### src/rtl/uc_eng_port.sv
// Engine-side endpoint of the unit-clause interface: an outbound FIFO of implied literals
// for the UC arbiter and an inbound FIFO of broadcast unit clauses for the BCP engine.
module uc_eng_port #(
    parameter int LIT_IDX_MAX = 255,
    parameter int LIT_W       = $clog2(LIT_IDX_MAX) + 1,
    parameter int OUTQ_DEPTH  = 8,
    parameter int INQ_DEPTH   = 8
) (
    input  logic             clk,
    input  logic             rst_n,
    input  logic             input_mode,
    input  logic             sel,
    input  logic             uca_ack,
    input  logic             pq_grant,
    input  logic             conflict,
    input  logic             start,
    output logic             eng2uca_valid,
    output logic             eng2uca_empty,
    output logic [LIT_W-1:0] eng2uca_lit,
    input  logic             uca2eng_push,
    input  logic [LIT_W-1:0] uca2eng_lit,
    output logic             port_full,
    input  logic             eng_imp_valid,
    input  logic [LIT_W-1:0] eng_imp_lit,
    output logic             eng_imp_ready,
    output logic             eng_uc_valid,
    output logic [LIT_W-1:0] eng_uc_lit,
    input  logic             eng_uc_ready,
    output logic             overflow,
    output logic             halted
);

    localparam int OUT_AW = $clog2(OUTQ_DEPTH);
    localparam int IN_AW  = $clog2(INQ_DEPTH);
    localparam logic [OUT_AW:0] OUT_FULL = OUTQ_DEPTH[OUT_AW:0];
    localparam logic [IN_AW:0]  IN_FULL  = INQ_DEPTH[IN_AW:0];
    localparam logic [IN_AW:0]  IN_ALMOST = IN_FULL - 1'b1;

    typedef enum logic {ACTIVE = 1'b0, HALT = 1'b1} state_e;

    state_e            state_q, state_d;
    logic [OUT_AW-1:0] out_wptr_q, out_wptr_d, out_rptr_q, out_rptr_d;
    logic [OUT_AW:0]   out_cnt_q, out_cnt_d;
    logic [IN_AW-1:0]  in_wptr_q, in_wptr_d, in_rptr_q, in_rptr_d;
    logic [IN_AW:0]    in_cnt_q, in_cnt_d;
    logic              overflow_q, overflow_d;

    logic [LIT_W-1:0]  outq_mem_q [OUTQ_DEPTH];
    logic [LIT_W-1:0]  inq_mem_q  [INQ_DEPTH];

    logic active, flush, resume;
    logic out_we, out_pop, out_nonempty;
    logic in_push, in_we, in_pop, in_full, in_drop;

    // ---------------- control state ----------------
    always_comb begin
        // NOTE: every always_comb output gets a default first so no path leaves it unassigned (no latch).
        state_d = state_q;
        flush   = 1'b0;
        resume  = 1'b0;
        unique case (state_q)
            ACTIVE: if (conflict) begin
                state_d = HALT;
                flush   = 1'b1;
            end
            HALT: if (start && !conflict) begin
                state_d = ACTIVE;
                resume  = 1'b1;
            end
        endcase
    end

    assign active = (state_q == ACTIVE);
    assign halted = (state_q == HALT);

    // ---------------- outbound path ----------------
    assign out_nonempty  = (out_cnt_q != '0);
    assign eng_imp_ready = active && (out_cnt_q != OUT_FULL);
    // A zero literal completes the handshake but is never stored.
    assign out_we        = eng_imp_valid && eng_imp_ready && (eng_imp_lit != '0);
    assign eng2uca_empty = !out_nonempty || !active;
    assign eng2uca_valid = input_mode && active && out_nonempty;
    assign eng2uca_lit   = out_nonempty ? outq_mem_q[out_rptr_q] : '0;
    assign out_pop       = input_mode ? (eng2uca_valid && pq_grant)
                                      : (sel && uca_ack && !eng2uca_empty);

    always_comb begin
        out_wptr_d = out_wptr_q;
        out_rptr_d = out_rptr_q;
        out_cnt_d  = out_cnt_q;
        if (out_we)  out_wptr_d = out_wptr_q + 1'b1;
        if (out_pop) out_rptr_d = out_rptr_q + 1'b1;
        unique case ({out_we, out_pop})
            2'b10:   out_cnt_d = out_cnt_q + 1'b1;
            2'b01:   out_cnt_d = out_cnt_q - 1'b1;
            default: out_cnt_d = out_cnt_q;
        endcase
        if (flush) begin
            out_wptr_d = '0;
            out_rptr_d = '0;
            out_cnt_d  = '0;
        end
    end

    // ---------------- inbound path ----------------
    assign in_full      = (in_cnt_q == IN_FULL);
    assign eng_uc_valid = active && (in_cnt_q != '0);
    assign eng_uc_lit   = (in_cnt_q != '0) ? inq_mem_q[in_rptr_q] : '0;
    assign in_pop       = eng_uc_valid && eng_uc_ready;
    assign in_push      = uca2eng_push && active && (uca2eng_lit != '0);
    assign in_we        = in_push && (!in_full || in_pop);
    assign in_drop      = in_push && in_full && !in_pop;
    // One slot of slack: the arbiter keeps broadcasting until every engine reports full.
    assign port_full    = (in_cnt_q >= IN_ALMOST);
    assign overflow     = overflow_q;

    always_comb begin
        in_wptr_d = in_wptr_q;
        in_rptr_d = in_rptr_q;
        in_cnt_d  = in_cnt_q;
        if (in_we)  in_wptr_d = in_wptr_q + 1'b1;
        if (in_pop) in_rptr_d = in_rptr_q + 1'b1;
        unique case ({in_we, in_pop})
            2'b10:   in_cnt_d = in_cnt_q + 1'b1;
            2'b01:   in_cnt_d = in_cnt_q - 1'b1;
            default: in_cnt_d = in_cnt_q;
        endcase
        if (flush) begin
            in_wptr_d = '0;
            in_rptr_d = '0;
            in_cnt_d  = '0;
        end
        overflow_d = overflow_q;
        if (resume)       overflow_d = 1'b0;
        else if (in_drop) overflow_d = 1'b1;
    end

    // ---------------- registers ----------------
    always_ff @(posedge clk or negedge rst_n) begin
        // NOTE: sequential state uses non-blocking assignments so every flop samples pre-edge values.
        if (!rst_n) begin
            state_q    <= ACTIVE;
            out_wptr_q <= '0;
            out_rptr_q <= '0;
            out_cnt_q  <= '0;
            in_wptr_q  <= '0;
            in_rptr_q  <= '0;
            in_cnt_q   <= '0;
            overflow_q <= 1'b0;
        end else begin
            state_q    <= state_d;
            out_wptr_q <= out_wptr_d;
            out_rptr_q <= out_rptr_d;
            out_cnt_q  <= out_cnt_d;
            in_wptr_q  <= in_wptr_d;
            in_rptr_q  <= in_rptr_d;
            in_cnt_q   <= in_cnt_d;
            overflow_q <= overflow_d;
        end
    end

    // NOTE: storage arrays are not reset; counts gate every read, so stale entries are never visible.
    always_ff @(posedge clk) begin
        if (out_we) outq_mem_q[out_wptr_q] <= eng_imp_lit;
        if (in_we)  inq_mem_q[in_wptr_q]   <= uca2eng_lit;
    end

endmodule

### config.mk
export PLATFORM = sky130hd
export DESIGN_NAME = uc_eng_port
export DESIGN_NICKNAME = d
export VERILOG_FILES = /design/src/rtl/uc_eng_port.sv
export SDC_FILE = /design/constraint.sdc
export NUM_CORES = 1
export LEC_CHECK = 0
export CORE_MARGIN = 1.5
export CORE_UTILIZATION = 50
export DETAILED_ROUTE_END_ITERATION = 6
export DONT_BUFFER_PORTS = 1
export PLACE_DENSITY = 0.69
export SETUP_SLACK_MARGIN = 0.15
export SYNTH_ARGS = -nofsm -noshare
export SYNTH_HDL_FRONTEND = slang
export SYNTH_SLANG_ARGS = --single-unit
### constraint.sdc
create_clock -name clk -period 2.9 [get_ports clk]
set_input_delay 0.87 -clock clk [delete_from_list [all_inputs] [get_ports clk]]
set_output_delay 0.87 -clock clk [all_outputs]
set_load 0.05 [all_outputs]
Word-level counts from Yosys, hierarchy flattened
Memories as Yosys holds them, arrays and structs flattened.
Cells that the tools add are included.
{"block": "totals", "mem_bits_rw": 144, "register_bits": 22, "out_inout_bits": 25, "inputBits": 29, "mem_count": 2, "wordCells": 87}
{"block": "classes", "eq_ne": 6, "reduce_logical": 34, "bitwise_logic": 1, "magnitude_cmp": 1, "muxes": 27, "addsub": 8}
{"name": "inq_mem_q", "depth": 8, "word_bits": 9, "rd": 1, "rd_clocked_by_memory_dff": 0, "wr": 1, "line_no": "49", "rtl": "logic [LIT_W-1:0] inq_mem_q [INQ_DEPTH];"}
{"name": "outq_mem_q", "depth": 8, "word_bits": 9, "rd": 1, "rd_clocked_by_memory_dff": 0, "wr": 1, "line_no": "48", "rtl": "logic [LIT_W-1:0] outq_mem_q [OUTQ_DEPTH];"}
{"cell": "$mux 3", "count": 8}
{"cell": "$mux 9", "count": 2}
{"cell": "$reduce_bool 9->1", "count": 2}
{"cell": "$logic_and 1x1->1", "count": 16}
{"cell": "$pmux 4 s2", "count": 2}
{"cell": "$add 3x1->3 const B", "count": 4}
{"cell": "$mux 1", "count": 12}
{"cell": "$reduce_bool 2->1", "count": 5}
{"cell": "$add 4x1->4 const B", "count": 2}
{"cell": "$mux 4", "count": 2}
{"cell": "$reduce_bool 4->1", "count": 2}
{"cell": "$sub 4x1->4 const B", "count": 2}
{"cell": "$reduce_bool 3->1", "count": 2}
{"cell": "$logic_not 1->1", "count": 5}
{"cell": "$eq 2x1->1 const B", "count": 2}
{"cell": "$eq 2x2->1 const B", "count": 2}
{"cell": "$eq 4x4->1 const B", "count": 1}
{"cell": "$ge 4x3->1 const B", "count": 1}
{"cell": "$ne 4x4->1 const B", "count": 1}
{"cell": "$logic_or 1x1->1", "count": 2}
{"cell": "$pmux 1 s2", "count": 1}
{"cell": "$not 1->1", "count": 1}

Depth between registers and ports, before layout
Gate-level depths: netlist (run 1).
{"block": "depth", "ltp_word": 9, "mapped_depth": 11, "mapped_depth_nobuf": 10}

Worst setup path before layout (run 1)
OpenSTA, ideal clock, no wires.
{"block": "synth_timing", "kind": "register to register", "start": "register state_q (netlist: halted)", "end": "memory outq_mem_q[1][0] in the netlist's numbering (enable)", "stages_incl_launch_ff": 5, "n_path_buf": 1, "period_less_slack_ns": 3.135, "setup_time_ns": 0.403, "arrival_ns": 2.732, "setup_slack_ns": -0.235, "t_required_ns": 2.497, "cell_sequence": "dfrtp_1 > buf_2 > a21oi_2 > nand3_2 > nor4b_1"}
{"block": "synth_between", "elab_chain_cells": 6}
{"item": "from (decl)", "line_no": "41", "rtl": "state_e state_q, state_d;"}
{"item": "from (signal assigned)", "line_no": "151", "rtl": "state_q <= state_d;"}
{"item": "$not 1->1"}
{"item": "$logic_and 1x1->1", "line_no": "78", "rtl": "assign eng_imp_ready = active && (out_cnt_q != OUT_FULL);"}
{"item": "named net eng_imp_ready", "line_no": "25", "rtl": "output logic eng_imp_ready,"}
{"item": "$logic_and 1x1->1 (2 in series)", "line_no": "80", "rtl": "assign out_we = eng_imp_valid && eng_imp_ready && (eng_imp_lit != '0);"}
{"item": "$mux 1", "line_no": "164", "rtl": "if (out_we) outq_mem_q[out_wptr_q] <= eng_imp_lit;"}
{"item": "$mux 1 (not written as such)", "line_no": "164"}
{"item": "to (decl)", "line_no": "48"}
The timed path passes the listed nets, and every way through them passes these cells.

Worst setup path in the final report (run 1)
{"block": "layout_timing", "start": "register out_rptr_q[0]", "end": "output port eng2uca_lit[8]"}
{"block": "layout_between", "elab_chain_cells": 2}
{"item": "from (decl)", "line_no": "42", "rtl": "logic [OUT_AW-1:0] out_wptr_q, out_wptr_d, out_rptr_q, out_rptr_d;"}
{"item": "from (signal assigned)", "line_no": "153", "rtl": "out_rptr_q <= out_rptr_d;"}
{"item": "$mem_v2 8x9"}
{"item": "$mux 9", "line_no": "83", "rtl": "assign eng2uca_lit = out_nonempty ? outq_mem_q[out_rptr_q] : '0;"}
{"item": "to (decl)", "line_no": "19", "rtl": "output logic [LIT_W-1:0] eng2uca_lit,"}
No other way between the ends.

==> impl_results.md, run 1 <==
* Largest net degree at the start of global routing at 23
* Inserted Diodes at 0
* Final core occ at 63.79%
* Vias per inst at 5.809
* Comb power frac at 37.5%
* Final GP Congestion at 0.7924
* Root buf cell: clkbuf_16
* Vias in the first global route at 3685
* DP Worst Slack at 0.1132 ns
* Remaining DRCs at 0
* R2R setup slack at 0.44 ns
* Crit share post-route at 95.97%
* Starting Density at 51.77%
* Worst slew pin tran at 1.056 ns
* Die area at 14590 µm²
* Routed WL per cell at 21.94 µm
* Top cell type's share of synthesized area at 62.33%
* Net count reported at finish at 478
* Avg Cell Area, Syn at 17.79 µm²
* CTS Buffer Depth at 2
* Area growth, synth to finish at 23.21%
* HP Class: input pin to asynchronous set/reset pin
* Maximum vdd ir drop at 0.5136 mV
* Slew margin rel. at 29.31%
* Main combinational cell family by area after synthesis: multiplexers
* Final max-slew violation count at 0
* Worst Reg-to-Reg Cells at 5
* Routed Antenna Nets at 0
* Crit path to: eng2uca_lit[8]
* M1 WL at 5.978 mm
* CP max FO at 5
* Worst Setup Slack, final at 0.1169 ns
* Die height at 120.8 µm
* Core Area at 13400 µm²
* Xor/xnor share of the synthesized area at 2.002%
* Pleak at 0.002898 µW
* Unrepaired setup endpoints after global routing: yes
* Int Pwr at 5652 µW
* # rows at 42
* First-pass GRT wire length at 21.18 mm
* Syn nets at 428
* Type of destination of the critical path: output pin
* Main synth FF type: edfxtp_1
* Clk_lat worst skew at 0.42 ns
* Mux contribution to synthesized area at 15.00%
* Routed wl met3 at 793 µm
* Mapped Cells at 390
* Reg-to-Reg Start: out_cnt_q[1]
* Worst setup path startpoint: out_rptr_q[0]
* CTS Hold Bufs at 0
* Synth Area in Compound Gates at 2.579%
* Initial antenna violation count at 0
* DR pass1 iterations at 5
* Ports at 54
* Routed met2 length at 6.885 mm
* Worst-path clk slew at 0.06 ns
* Layout cell share with drive strength beyond 1 at 38.05%
* Post-synthesis sequential area ratio at 70.26%
* Crit path required time at 2.03 ns
* Overall power at 8674 µW
* R2R Path End: outq_mem_q[6][1]
* EDFF count, synth at 144
* Crit path kind: flip-flop to output pin
* Yosys warning count at 0
* Fmax at 359.3 MHz
* Fin crit period at 2.783 ns
* Synth area leader: edfxtp_1
* Gr ovfl total at 0
* Setup_tns at 0 ns
* Clock power frac at 27.7%
* Final hold violation count at 0
* Post-synth ARST share at 13.25%
* Yosys cell types at 44
* CTS tree: yes
* Cts bufs inserted at 17
* Post-synthesis adder-cell area fraction at 1.731%
* Total track usage at 20.19%
* Sw Ratio at 34.83%
* Max Cap Viol at 0
* Clock skew at 0.007819 ns
* Status: finished, final reports clean
* Simple-Gate Fraction of Synth Area at 6.961%
* Buffers on Ports at 0
* Critical Path Source Type: flip-flop
* P_sw at 3021 µW
* Mapped cell area at 6938 µm²
* CTS Sinks at 166
* Sequential share of power at 34.8%
* WL final at 13.78 mm
* Synthesized flop and latch total at 166
* Top Metal Used: met4
* Vias at 3648
* Final HPWL DP at 8.401 mm
* DRT iter0 DRCs at 291
* Cell area power density at 1015 nW/µm²
* Crit path DAT at 1.91 ns
* # setup viols final at 0
* H-tree depth at 4
* Synth top area cells: edfxtp_1 (62%), mux4_2 (12%), dfrtp_1 (7.9%)
* Die width at 120.8 µm
[per-stage QoR]
| stage | std cells | hold WS, ns | instance area [µm²] |
|---|---|---|---|
| final | 628 | 0.1387 | 8548 |
| after global placement | 584 | 0.5378 | 7457 |
| after detailed placement | 584 | 0.5629 | 7457 |
| after CTS | 620 | 0.1251 | 8303 |
| after global routing | 628 | 0.1171 | 8548 |
| after floorplan | 390 | 0.5408 | 7027 |
[worst min-delay path by stage]
| stage | startpoint | endpoint | cells after the start |
|---|---|---|---|
| after floorplan | in_cnt_q[3] | in_cnt_q[3] | 2 |
| after CTS | rst_n | out_rptr_q[1] | 0 |
| after detailed placement | out_rptr_q[1] | out_rptr_q[1] | 2 |
| after global routing | rst_n | out_rptr_q[1] | 0 |
| final | rst_n | out_rptr_q[1] | 0 |
| after global placement | out_rptr_q[1] | out_rptr_q[1] | 2 |
[what timing repair did]
action / CTS / global route
cloned: 1 / 2
endpoints found under the setup margin: 17 / 19
buffers inserted: 4 / 6
resized for setup: 32 / 23
pin swaps: 1 / 5
[area by class of cell]
cell class,instances,area (µm²)
clock buffers,19,432.9
clock inverters,12,202.7
fillers,913,4852
inverters,4,15.01
multi-input cells,201,2320
flip-flops and latches,166,4876
well taps,176,220.2
repair buffers,50,481.7
[layout by cell type, fill, tap and decap left out, types with 4 or more instances in the layout]
master | Yosys | layout
clkbuf_16 | 0 | 19
xnor2_1 | 5 | 5
mux4_2 | 36 | 36
mux2i_4 | 0 | 14
bufinv_16 | 0 | 5
mux2i_1 | 23 | 7
nand2_1 | 14 | 14
inv_1 | 4 | 4
nor3_1 | 7 | 6
dfrtp_1 | 22 | 21
nor2_4 | 0 | 16
xor2_1 | 9 | 9
nand2b_1 | 6 | 6
edfxtp_1 | 144 | 144
a21oi_1 | 5 | 5
ha_1 | 8 | 8
nor2_1 | 51 | 32
buf_4 | 0 | 41
[layer usage]
layer  up-vias  GRT usage, %
met1      1888         29.15
met4         0         5.735
met3         8         5.472
met5         -             0
li1       1630             -
met2       122         30.65
[power by group through the flow]
stage / logic, µW / clock network [µW] / registers, µW
after floorplan: 2140 / 0 / 2980
after global placement: 2520 / 0 / 3040
after detailed placement: 2540 / 0 / 3060
after CTS: 2880 / 2430 / 3020
after global routing: 3430 / 2520 / 3040
final: 3250 / 2400 / 3020
[synth_stat cells (all sizes together), types with 7 or more instances]
cell type  number
ha              8
dfrtp          22
mux4           36
a21oi           7
mux2i          23
nand2          14
clkbuf          9
xor2            9
edfxtp        144
buf            10
nor2           51
nor3            8
[kinds of logic after synthesis]
kind of cell / count (synthesis)
and+or+nand+nor: 97
AOI/OAI and AO/OA: 21
buffers and inverters: 23
xor gates and xnor gates: 15
adders and majority gates: 9
DFF: 166
muxes: 59
[state kept, by name, indices dropped and copies added, names as in the netlist]
signal	cells
in_wptr_q	3
overflow	1
out_cnt_q	4
outq_mem_q	72
in_cnt_q	4
in_rptr_q	3
out_rptr_q	3
inq_mem_q	72
out_wptr_q	3
halted	1
[worst max-delay path: stages, from the launching register on]
cell and delay (ns):
dfrtp_2 0.37, buf_6 0.12, buf_12 0.13, mux4_2 0.54, mux2i_4 0.21, nor2_4 0.11
(Power assumes the default switching activity.)
==> run 2: changes to the inputs <==
--- a/config.mk
+++ b/config.mk
@@ -9,7 +9,7 @@
 export CORE_UTILIZATION = 50
 export DETAILED_ROUTE_END_ITERATION = 6
 export DONT_BUFFER_PORTS = 1
-export PLACE_DENSITY = 0.69
+export GPL_ROUTABILITY_DRIVEN = 0
 export SETUP_SLACK_MARGIN = 0.15
 export SYNTH_ARGS = -nofsm -noshare
 export SYNTH_HDL_FRONTEND = slang
==> run 2 against run 1 <==
- setup slack lost 0.064 ns
- register-to-register slack lost 0.07 ns
- clock-buffer cell count increased by 2
- non-clock buffer count shrank 10
==> impl_results.md, run 2 (synthesis results as in run 1) <==
* Status: finished, final reports clean
* Crit-path max cell delay at 0.43 ns (-0.11 ns)
* Sequential share of power at 37.5% (+2.7 points)
* Unrepaired setup endpoints after global routing: yes
* Starting Density at 51.77% (unchanged)
* CP Cell Sequence: buf_12 -> buf_4 -> mux4_2 -> mux2i_1 -> nor2_2
* Crit path DAT at 1.98 ns (+0.07 ns)
* # setup viols final at 0 (unchanged)
* Remaining DRCs at 0 (unchanged)
* DP Worst Slack at 0.09920 ns (-0.01399 ns)
* HP Class: input pin to asynchronous set/reset pin
* Core Area at 13400 µm² (unchanged)
* CP max FO at 14 (+9)
* Final max-slew violation count at 0 (unchanged)
* CTS tree: yes
* Pleak at 0.002780 µW (-4.1%)
* Clk_lat worst skew at 0.42 ns (about the same)
* DR pass1 iterations at 4 (-1)
* Inserted Diodes at 0 (unchanged)
* Leading cell type in the layout, fill and taps excluded: edfxtp_1
* WL final at 13.35 mm (-3.1%)
* Worst-path clk slew at 0.06 ns (about the same)
* R2R setup slack at 0.37 ns (-0.07 ns)
* Crit path required time at 2.03 ns (about the same)
* Layout cell share with drive strength beyond 1 at 35.67% (-2.4 points)
* Worst slew pin tran at 0.9440 ns (-0.1125 ns)
* Reg-to-Reg Start: out_cnt_q[1]
* Clock power frac at 25.6% (-2.1 points)
* Total track usage at 19.46% (-0.73 points)
* Sw Ratio at 36.43% (+1.6 points)
* Gr ovfl total at 0 (unchanged)
* # rows at 42 (unchanged)
* P_sw at 2947 µW (-2.5%)
* Max Cap Viol at 0 (unchanged)
* Clock skew at 0.01001 ns (+0.002186 ns)
* Final HPWL DP at 8.356 mm (-0.54%)
* Fmax at 351.2 MHz (-2.3%)
* Final Non-Filler Cells at 619 (-1.4%)
* Cell area power density at 979.2 nW/µm² (-3.5%)
* Die width at 120.8 µm (unchanged)
* CTS Sinks at 166 (unchanged)
* Ports at 54 (unchanged)
* Vias in the first global route at 3658 (-0.73%)
* Crit path kind: flip-flop to output pin
* Maximum vdd ir drop at 0.3901 mV (-24%)
* Int Pwr at 5142 µW (-9.0%)
* Most frequent cells in the layout: edfxtp_1 (144), mux4_2 (36), nor2_1 (32), buf_4 (32), dfrtp_1 (21)
* First-pass GRT wire length at 20.36 mm (-3.9%)
* Top flop regs: inq_mem_q x72, outq_mem_q x72
* CTS Buffer Depth at 2 (unchanged)
* Vias per inst at 5.748 (-1.0%)
* DRT iter0 DRCs at 313 (+7.6%)
* Routed WL per cell at 21.57 µm (-1.7%)
* Routed Antenna Nets at 0 (unchanged)
* Type of destination of the critical path: output pin
* Final hold violation count at 0 (unchanged)
* Cell count after placement at 580 (-0.68%)
* Buffers on Ports at 0 (unchanged)
* Setup_tns at 0 ns (unchanged)
* CP max-delay cell: nor2_2
* Root buf cell: clkbuf_16
* Worst Setup Slack, final at 0.05269 ns (-0.06421 ns)
* Cts bufs inserted at 17 (unchanged)
* Die area at 14590 µm² (unchanged)
* Die height at 120.8 µm (unchanged)
* Initial antenna violation count at 0 (unchanged)
* Area growth, synth to finish at 19.06%
* Largest net degree at the start of global routing at 23 (unchanged)
* Vias at 3558 (-2.5%)
* Slew margin rel. at 36.83% (+7.5 points)
* Fin crit period at 2.847 ns (+0.06421 ns)
* Worst Reg-to-Reg Cells at 11 (+6)
* Comb power frac at 36.9% (-0.6 points)
* Net count reported at finish at 468 (-2.1%)
* Crit share post-route at 98.18% (+2.2 points)
* R2R Path End: out_cnt_q[3]
* Critical Path Source Type: flip-flop
* H-tree depth at 4 (unchanged)
==> run 2: worst max-delay path by stage <==
stage,to,cells past startpoint,startpoint
floorplan,eng2uca_valid,5,out_cnt_q[1]
global placement,out_cnt_q[3],9,eng_imp_lit[2]
detailed placement,out_cnt_q[3],9,eng_imp_lit[2]
CTS,eng2uca_lit[1],5,out_rptr_q[0]
global route,eng_uc_lit[4],5,in_rptr_q[0]
finish,eng_uc_lit[4],5,in_rptr_q[0]
==> run 2: metal layers <==
layer	part of all wire [%]	wire, µm	global-route usage, %	vias to the layer above
met5	0	0	0	-
met4	1.1	153	6.103	0
met3	4.4	592	5.330	14
met2	47	6290	28.80	83
met1	47	6317	28.43	1859
li1	-	-	-	1602
==> run 2: timing repair <==
action	in CTS	in global routing
hold buffers	0	0
setup buffers	0	5
resized for setup	7	32
cloned	0	2
setup endpoints to repair	18	29
hold endpoints to repair	0	0
pin swaps	1	2
==> run 2: layout make-up <==
type	instances	area (µm²)
clock buffer	21	440.4
tap	176	220.2
sequential	166	4876
multi-input combinational	201	2233
inverter	4	15.01
timing repair buffer	40	374.1
clock inverter	11	101.3
fill	986	5140
==> run 2: critical path, delay by kind of cell (launching register included) <==
kind          cells  cell delay (ns)
simple gates      1             0.43
buf+inv           2             0.31
flops             1             0.41
mux               2             0.40
==> run 2: through the flow <==
stage	total power [µW]	cell area [µm²]	utilization [%]	hold WS (ns)
after floorplan	5123	7027	-	0.5408
after global placement	5620	7440	55.52	0.5416
after detailed placement	5659	7440	55.52	0.5555
after CTS	7791	8020	59.85	0.1290
after global routing	8436	8260	61.64	0.1206
final	8089	8260	61.64	0.1431
==> run 2: power groups by stage <==
stage               combinational, µW  clock, µW  sequential (µW)
floorplan                        2140          0             2980
global placement                 2570          0             3050
detailed placement               2590          0             3070
CTS                              2660       2110             3030
global route                     3180       2190             3060
finish                           2980       2070             3030
